<file path="config.mk">
export PLATFORM = sky130hd
export DESIGN_NAME = rr_arbiter_fsm
export DESIGN_NICKNAME = d
export VERILOG_FILES = /design/src/rtl/rr_arbiter_fsm.sv
export SDC_FILE = /design/constraint.sdc
export NUM_CORES = 1
export LEC_CHECK = 0
export ABC_AREA = 1
export BUFFER_PORTS_ARGS = -buffer_cell sky130_fd_sc_hd__buf_2
export CORE_ASPECT_RATIO = 0.7
export CORE_MARGIN = 2
export CORE_UTILIZATION = 45
export DETAILED_ROUTE_END_ITERATION = 10
export PLACE_DENSITY = 0.65
export SYNTH_ARGS = -nofsm -noshare
export SYNTH_HDL_FRONTEND = slang
export SYNTH_SLANG_ARGS = --single-unit
</file>
<file path="constraint.sdc">
create_clock -name clock -period 2.2 [get_ports clock]
set_input_delay 0.44 -clock clock [delete_from_list [all_inputs] [get_ports clock]]
set_output_delay 0.44 -clock clock [all_outputs]
set_load 0.03 [all_outputs]
</file>
<file path="src/rtl/rr_arbiter_fsm.sv">
`default_nettype none
// rr_arbiter_fsm: N-requester round-robin arbiter, registered one-hot grant, direct handoff (rev 1.0).
// Optional hold limit enabled by defining ARB_HOLD_LIMIT_EN.
module rr_arbiter_fsm #(
  parameter int NUM_REQ  = 4,
  parameter int ID_W     = 2,
  parameter int MAX_HOLD = 16
) (
  input  logic                          clock,
  input  logic                          reset,
  input  logic [NUM_REQ-1:0]            req,
  output logic [NUM_REQ-1:0]            gnt,
  output logic                          gnt_valid,
  output logic [ID_W-1:0]               gnt_id,
  output logic [$clog2(MAX_HOLD):0]     hold_cnt
);

  localparam int HC_W = $clog2(MAX_HOLD) + 1;

  localparam logic [0:0] ST_IDLE  = 1'b0;
  localparam logic [0:0] ST_GRANT = 1'b1;

  logic [0:0]         state_q,     state_d;
  logic [ID_W-1:0]    ptr_q,       ptr_d;
  logic [ID_W-1:0]    owner_q,     owner_d;
  logic [NUM_REQ-1:0] gnt_q,       gnt_d;
  logic               gnt_valid_q, gnt_valid_d;
  logic [HC_W-1:0]    hold_cnt_q,  hold_cnt_d;

  logic [NUM_REQ-1:0] owner_oh;
  logic [NUM_REQ-1:0] others;
  logic [NUM_REQ-1:0] cand;
  logic               owner_req;
  logic               force_rot;
  logic               found_hi, found_lo, win_any;
  logic [ID_W-1:0]    win_hi, win_lo, winner, winner_next;

  assign owner_oh  = NUM_REQ'(1) << owner_q;
  assign others    = req & ~owner_oh;
  assign owner_req = |(req & owner_oh);
  // From IDLE every request competes; from GRANT the departing owner is excluded.
  assign cand      = (state_q == ST_IDLE) ? req : others;

`ifdef ARB_HOLD_LIMIT_EN
  assign force_rot = (state_q == ST_GRANT) && (|others) &&
                     (hold_cnt_q >= HC_W'(MAX_HOLD - 1));
`else
  assign force_rot = 1'b0;
`endif

  // Rotating priority: lowest candidate at or above ptr wins, else lowest below ptr.
  always_comb begin
    found_hi = 1'b0;
    found_lo = 1'b0;
    win_hi   = '0;
    win_lo   = '0;
    for (int i = NUM_REQ - 1; i >= 0; i--) begin
      if (cand[i]) begin
        if (i >= int'(ptr_q)) begin
          found_hi = 1'b1;
          win_hi   = ID_W'(i);
        end else begin
          found_lo = 1'b1;
          win_lo   = ID_W'(i);
        end
      end
    end
    win_any     = found_hi | found_lo;
    winner      = found_hi ? win_hi : win_lo;
    winner_next = (int'(winner) == NUM_REQ - 1) ? '0 : winner + ID_W'(1);
  end

  always_comb begin
    state_d     = state_q;
    ptr_d       = ptr_q;
    owner_d     = owner_q;
    gnt_d       = gnt_q;
    gnt_valid_d = gnt_valid_q;
    hold_cnt_d  = hold_cnt_q;
    case (state_q)
      ST_IDLE: begin
        if (win_any) begin
          state_d     = ST_GRANT;
          owner_d     = winner;
          ptr_d       = winner_next;
          gnt_d       = NUM_REQ'(1) << winner;
          gnt_valid_d = 1'b1;
          hold_cnt_d  = '0;
        end
      end
      ST_GRANT: begin
        if (owner_req && !force_rot) begin
          hold_cnt_d = (&hold_cnt_q) ? hold_cnt_q : hold_cnt_q + HC_W'(1);
        end else if (win_any) begin
          owner_d     = winner;
          ptr_d       = winner_next;
          gnt_d       = NUM_REQ'(1) << winner;
          gnt_valid_d = 1'b1;
          hold_cnt_d  = '0;
        end else begin
          state_d     = ST_IDLE;
          gnt_d       = '0;
          gnt_valid_d = 1'b0;
          hold_cnt_d  = '0;
        end
      end
      default: begin
        state_d     = ST_IDLE;
        gnt_d       = '0;
        gnt_valid_d = 1'b0;
        hold_cnt_d  = '0;
      end
    endcase
  end

  always_ff @(posedge clock) begin
    if (reset) begin
      state_q     <= ST_IDLE;
      ptr_q       <= '0;
      owner_q     <= '0;
      gnt_q       <= '0;
      gnt_valid_q <= 1'b0;
      hold_cnt_q  <= '0;
    end else begin
      state_q     <= state_d;
      ptr_q       <= ptr_d;
      owner_q     <= owner_d;
      gnt_q       <= gnt_d;
      gnt_valid_q <= gnt_valid_d;
      hold_cnt_q  <= hold_cnt_d;
    end
  end

  assign gnt       = gnt_q;
  assign gnt_valid = gnt_valid_q;
  assign gnt_id    = owner_q;
  assign hold_cnt  = hold_cnt_q;

endmodule
`default_nettype wire

</file>
==> flow_metrics.py <==
metrics = {
    "status": {
        "outcome": "finished clean",
    },
    "drt": {
        "drc": 0,
        "wl_per_cell_um": 11.21,
        "dr_total_vias": 890,
        "drtAntennaViolNets": 0,
        "via_per_inst": 5.000,
        "drtIter0Drc": 20,
        "finalWirelength_um": 1996,
        "drt_pass1_iterations": 6,
    },
    "setup_path": {
        "cp_slowest_cell": "dfxtp_1",
        "worstPathMaxFanout": 4,
        "cpPeakStageDelay_ns": 0.40,
        "crit_chain": "inv_1, o21ai_0, nand2_1, o21ai_1, inv_1, ha_1, a21oi_1, nand2_1, a21oi_1",
        "r2r_start": "state_q$_SDFF_PP0_",
        "reg2regPathDepth": 9,
        "arrival_ns": 2.07,
        "reg2reg_to": "ptr_q[0]$_SDFFE_PP0P_",
        "cp-start-kind": "register",
        "worstPathRequired_ns": 2.43,
        "path_class": "reg -> reg",
        "critPathCaptureType": "register",
        "reg2reg_slack_ns": 0.36,
    },
    "final_layout": {
        "fin_nets": 169,
        "layout-drive-gt1-share_pct": 25.00,
        "fillerInstances": 192,
        "area_delta_synth_final_pct": 13.27,
        "postLayoutCellArea_um2": 1079,
        "n_antenna_cell": 0,
        "final_util_pct": 56.19,
    },
    "synth": {
        "synth-seq-cells": 15,
        "synth.area.top_cells": "dfxtp_1, nand2_1, nand3_1, ha_1, inv_1",
        "ys_seq_area_share_pct": 31.54,
        "netlist_area_um2": 952.2,
        "yosys.area.top_type": "dfxtp_1",
        "synthCells": 136,
        "syn_nets": 148,
        "yosys_warnings": 0,
        "syn_area_per_cell_um2": 7.001,
        "yosysUniqueCellTypes": 22,
        "synth_top_area_share_pct": 31.54,
    },
    "power_and_ir_drop": {
        "switching_share_pct": 49.30,
        "combPwrFrac_pct": 52.1,
        "vdd.ir_drop.worst_v": 0.0005920,
        "switchingPower_uw": 589.5,
        "powerDensity_nw_per_um2": 1109,
        "p_leak_uw": 0.0005931,
        "clkPwrFrac_pct": 13.8,
        "p_seq_share_pct": 34.2,
        "power.internal_uw": 606.4,
    },
    "sta": {
        "rsz0062_at_grt": "false",
        "fin_setup_tns_ns": 0,
        "period_needed_ns": 1.838,
        "hold_violations": 0,
        "max_slew_margin_pct": 73.82,
        "finClkSkew_ns": 0.0009850,
        "finalSetupViolations": 0,
        "worst_pin_slew_ns": 0.3923,
        "fmax_mhz": 544.0,
        "drv_slew": 0,
        "fin_crit_sh_pct": 83.56,
    },
    "floorplanning": {
        "die_width_um": 58.98,
        "dieArea_um2": 2506,
        "die_y_um": 42.49,
        "fp-row-count": 13,
        "pin_count": 18,
        "start_util_pct": 49.61,
        "core_um2": 1919,
    },
    "global_routing": {
        "antenna_found_initial": 0,
        "grt_pass1_wl_um": 3463,
        "grt_pass1_vias": 783,
        "grt_max_degree": 14,
        "grt_use_total_pct": 17.88,
        "overflow": 0,
    },
    "clocking": {
        "worstSkewPairLatency_ns": 0.29,
        "cts_hold_buffers": 0,
        "cts_tree": "built",
        "path_clk_slew_ns": 0.10,
        "cts_buffers": 3,
        "root_buffer": "clkbuf_4",
        "cts.sinks": 15,
        "clockBufferDepth": 2,
        "htreeDepth": 1,
    },
    "placement": {
        "placed_cell_area_um2": 1051,
        "dp_hpwl_um": 1601,
        "place.gp.congestion": 0.8319,
        "io_buffer_count": 17,
    },
    "worst_hold_path": {
        "holdPathEnd": "gnt_valid$_SDFFE_PP0P_",
        "min_path_cells": 2,
        "min_path_type": "in -> reg",
        "min_from": "reset",
    },
    "run": {
        "max_cap_violations": 0,
    },
}
==> cell usage in the layout, fill, tap and decap left out <==
cell       n
a21oi_1    5
a21oi_2    1
and3_1     1
buf_2     17
clkbuf_4   3
clkinv_2   1
dfxtp_1   15
ha_1       6
inv_1     15
inv_4      1
nand2_1   31
nand2_2    6
nand2_4    2
nand3_1   19
nand3_2    1
nand3_4    1
nand3b_1   2
nor2_1    15
nor2_2     5
nor2_4     1
nor3_1     1
o21ai_0    3
o21ai_1    2
xor2_1     2
==> cell type report <==
| type | instances | area (µm²) | area share (%) |
|---|---|---|---|
| Multi-Input combinational cell | 104 | 575.6 | 53.36 |
| Sequential cell | 15 | 300.3 | 27.84 |
| Timing Repair Buffer | 17 | 85.08 | 7.889 |
| Inverter | 16 | 62.56 | 5.800 |
| Tap cell | 22 | 27.53 | 2.552 |
| Clock buffer | 3 | 22.52 | 2.088 |
| Clock inverter | 1 | 5.005 | 0.4640 |
==> flip-flops by register name, summed over array words and instances (netlist names) <==
name       flops
state_q        1
ptr_q          2
hold_cnt       5
gnt            4
gnt_id         2
gnt_valid      1
==> cells by family (layout without fill, tap and decap cells) <==
family / count (synthesis) / after routing / synth area share [%]
simple gates: 85 / 85 / 44.55
xor+xnor: 2 / 2 / 1.840
flops: 15 / 15 / 31.54
compound gates: 11 / 11 / 6.175
fa+ha+maj: 6 / 6 / 7.884
buf+inv: 17 / 37 / 8.015
==> how the worst max path moves through the flow <==
stage / startpoint / endpoint / slack (ns) / depth (start not counted)
after floorplan: gnt_id[1]$_SDFFE_PP0P_ / ptr_q[0]$_SDFFE_PP0P_ / 0.32 / 9
after global placement: gnt_id[1]$_SDFFE_PP0P_ / ptr_q[0]$_SDFFE_PP0P_ / 0.36 / 11
after detailed placement: gnt_id[1]$_SDFFE_PP0P_ / ptr_q[0]$_SDFFE_PP0P_ / 0.26 / 11
after CTS: gnt_id[1]$_SDFFE_PP0P_ / ptr_q[0]$_SDFFE_PP0P_ / 0.24 / 11
after global routing: gnt_id[0]$_SDFFE_PP0P_ / ptr_q[0]$_SDFFE_PP0P_ / 0.11 / 9
final: state_q$_SDFF_PP0_ / ptr_q[0]$_SDFFE_PP0P_ / 0.36 / 9
==> Yosys cell counts, drive strengths merged <==
| cell type | instances |
|---|---|
| a21oi | 6 |
| and3 | 1 |
| clkbuf | 1 |
| dfxtp | 15 |
| ha | 6 |
| inv | 16 |
| nand2 | 39 |
| nand3 | 21 |
| nand3b | 2 |
| nor2 | 21 |
| nor3 | 1 |
| o21ai | 5 |
| xor2 | 2 |
==> power groups by stage <==
stage | combinational (µW) | sequential [µW] | clock [µW]
global route | 707 | 424 | 184
global placement | 624 | 409 | 0
CTS | 632 | 409 | 169
floorplan | 394 | 505 | 0
detailed placement | 630 | 416 | 0
finish | 623 | 409 | 165
==> layer usage <==
metal	share of wire [%]	wire (µm)	global-route usage, %	vias up
met4	0	0	1.364	0
li1	-	-	-	474
met1	52	1028	26.68	404
met3	3.9	78	5.556	0
met2	45	889	26.00	12
met5	0	0	0	-
==> stage by stage <==
stage | power (µW) | setup slack, ns | hold WS, ns | cells
after floorplan | 899.3 | 0.3198 | 0.4516 | 136
after global placement | 1033 | 0.3638 | 0.4512 | 174
after detailed placement | 1046 | 0.2619 | 0.4538 | 174
after CTS | 1210 | 0.2362 | 0.3771 | 178
after global routing | 1315 | 0.1092 | 0.3777 | 178
final | 1196 | 0.3616 | 0.3959 | 178
==> critical path: cells and delay by family (launching register included) <==
kind                       cells  cell delay [ns]
and+or+nand+nor                2             0.22
DFF                            1             0.40
buffers and inverters          2             0.25
adders and majority gates      1             0.23
AOI/OAI and AO/OA              4             0.70
==> repair_timing <==
action	CTS	global route
buffers inserted	0	0
endpoints found under the setup margin	0	1
resized for setup	0	1
No activity file was read; power rests on OpenSTA's default activity.
